[src/rtl/cheshire_pad_mux_pkg.sv]
// Shared register map constants and types for the Cheshire pad multiplexer.
// SEL words occupy indices 0..NumPads-1; LOCK and INFO follow directly after.
package cheshire_pad_mux_pkg;

    // Widest select field, covering up to 16 alternate functions per pad.
    localparam int unsigned MaxFuncW = 4;

    // Word offsets of the control registers, relative to NumPads.
    localparam int unsigned LockWordOffset = 0;
    localparam int unsigned InfoWordOffset = 1;

    // INFO register field positions.
    localparam int unsigned InfoNumPadsLsb  = 0;
    localparam int unsigned InfoNumFuncsLsb = 8;

    typedef enum logic [1:0] {
        RegSel,
        RegLock,
        RegInfo,
        RegNone
    } reg_kind_e;

    // Per-pad configuration update delivered from the register file to a slice.
    typedef struct packed {
        logic                we;
        logic [MaxFuncW-1:0] sel;
    } pad_cfg_t;

    function automatic logic [31:0] info_word(input int unsigned num_pads,
                                              input int unsigned num_funcs);
        return 32'((num_funcs << InfoNumFuncsLsb) | (num_pads << InfoNumPadsLsb));
    endfunction

endpackage

[src/rtl/cheshire_pad_mux_slice.sv]
// One pad of the multiplexer: input synchronizer, function select register,
// registered output path and a one-cycle output-enable gap on select changes.
module cheshire_pad_mux_slice
    import cheshire_pad_mux_pkg::*;
#(
    parameter int unsigned NumFuncs   = 4,
    parameter int unsigned SyncStages = 2,
    localparam int unsigned FuncW     = $clog2(NumFuncs)
) (
    input  logic                clk_i,
    input  logic                rst_i,
    input  pad_cfg_t            cfg_i,
    input  logic                pad_in_i,
    input  logic [NumFuncs-1:0] func_out_i,
    input  logic [NumFuncs-1:0] func_oe_i,
    output logic                pad_out_o,
    output logic                pad_oe_o,
    output logic [NumFuncs-1:0] func_in_o,
    output logic [FuncW-1:0]    sel_o
);

    logic [SyncStages-1:0] sync_q;
    logic [FuncW-1:0]      sel_q;
    logic                  out_q;
    logic                  oe_q;
    logic                  bbm_q;
    logic                  sel_changed;

    // Full-width compare so a same-value rewrite never opens a gap.
    assign sel_changed = cfg_i.we && (MaxFuncW'(sel_q) != cfg_i.sel);

    always_ff @(posedge clk_i or posedge rst_i) begin
        if (rst_i) begin
            sync_q <= '0;
            sel_q  <= '0;
            out_q  <= 1'b0;
            oe_q   <= 1'b0;
            bbm_q  <= 1'b0;
        end else begin
            sync_q <= {sync_q[SyncStages-2:0], pad_in_i};
            if (cfg_i.we) begin
                sel_q <= cfg_i.sel[FuncW-1:0];
            end
            out_q <= func_out_i[sel_q];
            oe_q  <= func_oe_i[sel_q];
            bbm_q <= sel_changed;
        end
    end

    // The old function's enable is masked during the cycle the new one is being registered.
    assign pad_out_o = out_q;
    assign pad_oe_o  = oe_q & ~bbm_q;
    assign sel_o     = sel_q;

    always_comb begin
        func_in_o = '0;
        for (int unsigned f = 0; f < NumFuncs; f++) begin
            func_in_o[f] = sync_q[SyncStages-1] && (sel_q == FuncW'(f));
        end
    end

endmodule

[src/rtl/cheshire_pad_mux.sv]
// Pad multiplexer top: word-addressed config port (SEL per pad, sticky LOCK,
// read-only INFO) driving NumPads per-pad slices.
module cheshire_pad_mux
    import cheshire_pad_mux_pkg::*;
#(
    parameter int unsigned NumPads    = 32,
    parameter int unsigned NumFuncs   = 4,
    parameter int unsigned SyncStages = 2,
    parameter int unsigned AddrWidth  = 8
) (
    input  logic                              clk_i,
    input  logic                              rst_i,
    input  logic                              cfg_req_valid_i,
    input  logic                              cfg_req_write_i,
    input  logic [AddrWidth-1:0]              cfg_req_addr_i,
    input  logic [31:0]                       cfg_req_wdata_i,
    output logic                              cfg_req_ready_o,
    output logic                              cfg_rsp_valid_o,
    output logic [31:0]                       cfg_rsp_rdata_o,
    output logic                              cfg_rsp_error_o,
    input  logic [NumPads-1:0]                pad_in_i,
    output logic [NumPads-1:0]                pad_out_o,
    output logic [NumPads-1:0]                pad_oe_o,
    input  logic [NumFuncs-1:0][NumPads-1:0]  func_out_i,
    input  logic [NumFuncs-1:0][NumPads-1:0]  func_oe_i,
    output logic [NumFuncs-1:0][NumPads-1:0]  func_in_o
);

    localparam int unsigned FuncW    = $clog2(NumFuncs);
    localparam int unsigned LockWord = NumPads + LockWordOffset;
    localparam int unsigned InfoWord = NumPads + InfoWordOffset;

    logic [31:0] word_idx;
    reg_kind_e   req_kind;
    logic        accept;
    logic        req_err;
    logic        sel_write;
    logic [31:0] req_rdata;
    logic [31:0] sel_rdata;

    logic        rsp_valid_q;
    logic        rsp_error_q;
    logic [31:0] rsp_rdata_q;
    logic        lock_q;

    pad_cfg_t            pad_cfg  [NumPads];
    logic [FuncW-1:0]    pad_sel  [NumPads];
    logic [NumFuncs-1:0] pad_fout [NumPads];
    logic [NumFuncs-1:0] pad_foe  [NumPads];
    logic [NumFuncs-1:0] pad_fin  [NumPads];

    assign word_idx        = 32'(cfg_req_addr_i[AddrWidth-1:2]);
    assign cfg_req_ready_o = ~rsp_valid_q;
    assign accept          = cfg_req_valid_i & cfg_req_ready_o;

    always_comb begin
        req_kind = RegNone;
        if (word_idx < NumPads) begin
            req_kind = RegSel;
        end else if (word_idx == LockWord) begin
            req_kind = RegLock;
        end else if (word_idx == InfoWord) begin
            req_kind = RegInfo;
        end
    end

    always_comb begin
        sel_rdata = '0;
        for (int unsigned p = 0; p < NumPads; p++) begin
            if (word_idx == p) begin
                sel_rdata = 32'(pad_sel[p]);
            end
        end
    end

    always_comb begin
        req_err = 1'b0;
        if (cfg_req_addr_i[1:0] != 2'b00 || req_kind == RegNone) begin
            req_err = 1'b1;
        end else if (cfg_req_write_i) begin
            case (req_kind)
                RegSel:  req_err = lock_q | (cfg_req_wdata_i >= 32'(NumFuncs));
                RegLock: req_err = lock_q;
                default: req_err = 1'b1;
            endcase
        end
    end

    always_comb begin
        req_rdata = '0;
        if (!cfg_req_write_i && !req_err) begin
            case (req_kind)
                RegSel:  req_rdata = sel_rdata;
                RegLock: req_rdata = {31'b0, lock_q};
                RegInfo: req_rdata = info_word(NumPads, NumFuncs);
                default: req_rdata = '0;
            endcase
        end
    end

    assign sel_write = accept & cfg_req_write_i & ~req_err & (req_kind == RegSel);

    // Response fields are cleared outside the strobe cycle.
    always_ff @(posedge clk_i or posedge rst_i) begin
        if (rst_i) begin
            rsp_valid_q <= 1'b0;
            rsp_error_q <= 1'b0;
            rsp_rdata_q <= '0;
            lock_q      <= 1'b0;
        end else begin
            rsp_valid_q <= accept;
            rsp_error_q <= accept & req_err;
            rsp_rdata_q <= accept ? req_rdata : '0;
            if (accept && cfg_req_write_i && !req_err && req_kind == RegLock &&
                cfg_req_wdata_i[0]) begin
                lock_q <= 1'b1;
            end
        end
    end

    assign cfg_rsp_valid_o = rsp_valid_q;
    assign cfg_rsp_error_o = rsp_error_q;
    assign cfg_rsp_rdata_o = rsp_rdata_q;

    for (genvar p = 0; p < NumPads; p++) begin : g_pad
        assign pad_cfg[p].we  = sel_write && (word_idx == 32'(p));
        assign pad_cfg[p].sel = cfg_req_wdata_i[MaxFuncW-1:0];

        for (genvar f = 0; f < NumFuncs; f++) begin : g_func
            assign pad_fout[p][f] = func_out_i[f][p];
            assign pad_foe[p][f]  = func_oe_i[f][p];
            assign func_in_o[f][p] = pad_fin[p][f];
        end

        cheshire_pad_mux_slice #(
            .NumFuncs   (NumFuncs),
            .SyncStages (SyncStages)
        ) u_slice (
            .clk_i      (clk_i),
            .rst_i      (rst_i),
            .cfg_i      (pad_cfg[p]),
            .pad_in_i   (pad_in_i[p]),
            .func_out_i (pad_fout[p]),
            .func_oe_i  (pad_foe[p]),
            .pad_out_o  (pad_out_o[p]),
            .pad_oe_o   (pad_oe_o[p]),
            .func_in_o  (pad_fin[p]),
            .sel_o      (pad_sel[p])
        );
    end

endmodule

[config.mk]
export PLATFORM = sky130hd
export DESIGN_NAME = cheshire_pad_mux
export DESIGN_NICKNAME = d
export VERILOG_FILES = /design/src/rtl/cheshire_pad_mux_pkg.sv /design/src/rtl/cheshire_pad_mux_slice.sv /design/src/rtl/cheshire_pad_mux.sv
export SDC_FILE = /design/constraint.sdc
export NUM_CORES = 1
export LEC_CHECK = 0
export CELL_PAD_IN_SITES_DETAIL_PLACEMENT = 1
export CELL_PAD_IN_SITES_GLOBAL_PLACEMENT = 2
export CORE_MARGIN = 4
export CORE_UTILIZATION = 23
export CTS_CLUSTER_DIAMETER = 40
export DETAILED_ROUTE_END_ITERATION = 8
export GPL_ROUTABILITY_DRIVEN = 0
export PLACE_DENSITY_LB_ADDON = 0.1
export SLEW_MARGIN = 5
export SYNTH_ARGS = -nofsm -noshare
export SYNTH_HDL_FRONTEND = slang
export SYNTH_HIERARCHICAL = 1
export SYNTH_SLANG_ARGS = --single-unit
export TNS_END_PERCENT = 1
[constraint.sdc]
create_clock -name clk_i -period 2.15 [get_ports clk_i]
set_clock_uncertainty 0.2 [all_clocks]
set_input_delay 0.215 -clock clk_i [delete_from_list [all_inputs] [get_ports clk_i]]
set_output_delay 0.215 -clock clk_i [all_outputs]
set_load 0.03 [all_outputs]
==> results.ini <==
[run_status]
outcome=finished, violations left
violations=negative setup slack

[drt]
dr_wl_met2_um=25760
drtIter0Drc=278
postRouteAntennaNets=0
routed_wirelength_um=50340
wl_met3_um=2862
m1WireLength_um=21030
post_drt_wl_per_cell_um=21.32
routed.top_layer=met4
drc_errors=0
firstDrtPassIters=4
vias_per_cell=4.393
num_vias=10370

[critical_path]
worst-setup-path-type=reg2reg
crit_start=lock_q$_DFFE_PP0P_
cp.required_ns=2.40
reg2reg_from=lock_q$_DFFE_PP0P_
cp-start-kind=flop
worstSetupEndpointType=flop
critical_path_peak_fanout=5
cp.arrival_ns=2.63

[floorplan]
die-area_um2=56730
io_pins=559
core-area_um2=52550
die_w_um=238.2
die_h_um=238.2
num_rows=84
start_util=0.2319

[sta]
setup_viol=78
period_minus_slack_ns=2.378
rsz0062_at_grt=yes
finalCritPeriodShare=1.106
max_freq_mhz=420.5
slew_violations=0
setup_slack_ns=-0.2282
hold_violations=0
relSlewSlack=0.4373
worst_slew_pin_slew_ns=0.8440

[place]
dp_hpwl_um=39730
portBuffers=530
placed_cell_area_um2=18670

[job]
max-cap-violations=0

[clock_network]
cts_tree=done
cts_max_level=2
path_clk_slew_ns=0.05
clock_latency_ns=0.57
numCtsBuffers=53
clock-sinks=230
cts_root_buf=clkbuf_16
clockBufferDepth=3

[synth]
synth_top_area_cell=dfrtp_1
yosysWarnings=6
ys.flop_type=dfrtp_1
syn_inst=957
yosysSeqAreaShare=0.4723
synth_enable_flop_cells=0
async_flop_share=1.000
synth.distinct_cells=62
synth_top_area_frac=0.4723
synth-seq-cells=230
avgSynthCellArea_um2=12.73
syn-cell-area_um2=12190
synth.area.top_cells=dfrtp_1 47%, mux4_2 13%, mux2_2 6.2%

[cells_and_area]
area_delta_synth_final_pct=72.44
nets=1964
drive_gt1_frac=0.3574
fillers=5642
n_antenna_cell=0
final_area_um2=21020

[grt]
grt_usage=0.1716
antenna_found_initial=0
grt.overflow.total=0
grt_max_degree=66
grt_pass1_vias=11690
grt_pass1_wl_um=75040

[power_and_ir_drop]
power_leakage_nw=9.286
p_per_area_nw_per_um2=689.7
finalPower_mw=14.50
peakVddDrop_v=0.0005465

[min_path]
hold_path.class=in2reg
hp-start=cfg_req_addr_i[3]

## worst max-delay path: stages (launching register included)
cell and delay, ns:
dfrtp_1 0.42, nor4_2 0.23, nand4_1 0.21, nor3_2 0.21, buf_4 0.20, nand2_2 0.11, buf_6 0.20, nor2_2 0.14
mux2_2 0.35
## cells by family after synthesis
group / count (synthesis) / synth area share
compound gates: 77 / 0.05770
xor+xnor: 64 / 0.04600
buf+inv: 147 / 0.07895
flops: 230 / 0.4723
mux: 142 / 0.1964
other cells: 1 / 0.0003077
simple gates: 296 / 0.1484
## registers in the layout, indices dropped and copies added (netlist names)
name,flops
g_pad.u_slice/bbm_q,32
g_pad.u_slice/pad_out_o,32
cfg_rsp_error_o,1
lock_q,1
g_pad.u_slice/sync_q,64
cfg_rsp_rdata_o,3
g_pad.u_slice/sel_o,64
cfg_rsp_valid_o,1
g_pad.u_slice/oe_q,32
## metrics by stage
step | utilization | hold slack, ns | setup TNS (ns) | worst slack [ns] | cells
after detailed placement | 0.3552 | 0.1356 | -81.63 | -0.9471 | 2230
after global placement | 0.3552 | 0.1313 | -68.45 | -0.8051 | 2230
after CTS | 0.4014 | 0.1006 | -13.87 | -0.2809 | 2360
after global routing | 0.3999 | 0.1138 | -18.49 | -0.3144 | 2361
after floorplan | - | -0.1940 | -5.131 | -0.1811 | 984
final | 0.3999 | 0.1258 | -10.85 | -0.2282 | 2361
## what timing repair did
action	4_1_cts	5_1_grt
setup buffers	0	1
setup endpoints to repair	260	157
gates resized for setup	438	109
pin swaps	9	2
hold buffers	34	0
hold endpoints to repair	263	0
## cells in the final DEF (no fill, tap or decap), types with 33 or more instances in the layout
cell | Yosys | routed
dlygate4sd3_1 | 0 | 34
clkdlybuf4s50_1 | 0 | 361
xor2_1 | 64 | 64
and3b_2 | 33 | 33
mux4_2 | 71 | 71
inv_1 | 39 | 39
dlygate4sd2_1 | 0 | 55
clkbuf_16 | 0 | 55
nor2_1 | 69 | 37
clkdlybuf4s15_2 | 0 | 43
mux2_2 | 67 | 59
buf_4 | 29 | 128
nor2b_1 | 38 | 38
nand2_1 | 45 | 43
dfrtp_1 | 230 | 209
## power breakdown
group	total, mW	switching (mW)	internal (mW)
clock network	8.29	2.54	5.75
registers	4.52	0.0505	4.47
logic	1.69	0.791	0.897
total	14.5	3.38	11.1
## per-layer routing
layer / up-vias / track usage
met5: - / 0
met2: 304 / 0.3034
met4: 0 / 0.03588
met3: 52 / 0.03930
li1: 4760 / -
met1: 5256 / 0.2153
## layout make-up
class	instances	area, um^2	share of cell area
Sequential cell	230	5782	0.2751
Clock inverter	25	322.8	0.01536
Tap cell	688	860.8	0.04096
Inverter	39	146.4	0.006966
Multi-Input combinational cell	607	5916	0.2815
Clock buffer	71	1526	0.07264
Timing Repair Buffer	701	6461	0.3075
## final timing paths
path | cells after the start | to | slack (ns)
hold / removal | 5 | cfg_rsp_error_o$_DFF_PP0_ | 0.13
hold reg to reg | 0 | g_pad[22].u_slice/sync_q[1]$_DFF_PP0_ | 0.14
setup reg to reg | 8 | g_pad[0].u_slice/sel_o[1]$_DFFE_PP0P_ | -0.23
max in group asynchronous | 3 | g_pad[8].u_slice/sel_o[1]$_DFFE_PP0P_ | 1.04
setup / recovery | 8 | g_pad[0].u_slice/sel_o[1]$_DFFE_PP0P_ | -0.23
min in group asynchronous | 3 | cfg_rsp_valid_o$_DFF_PP0_ | 0.36
## synthesized netlist by cell type, types with 2 or more instances
master and count:
dfrtp_1 230, mux4_2 71, nor2_1 69, mux2_2 67, xor2_1 64, nand2_1 45
inv_1 39, nor2b_1 38, buf_2 37, buf_6 34, and3b_2 33, and3_2 32
nor3b_1 32, o41a_1 32, buf_4 29, nor4_1 8, nand3_1 7, nor3_1 7
a21oi_1 5, clkbuf_1 5, mux2i_1 4, nand4_1 4, o21ai_0 4, a31oi_1 3
a32oi_1 3, buf_1 3, nand2b_1 3, nor4b_1 3, o211ai_1 3, a211oi_1 2
a21o_1 2, a221oi_1 2, a22oi_1 2, and3b_1 2, and4b_1 2, nand3b_1 2
nand4bb_1 2, o221ai_1 2, o2bb2ai_1 2
Note: power is estimated with default switching activity, not from simulation.
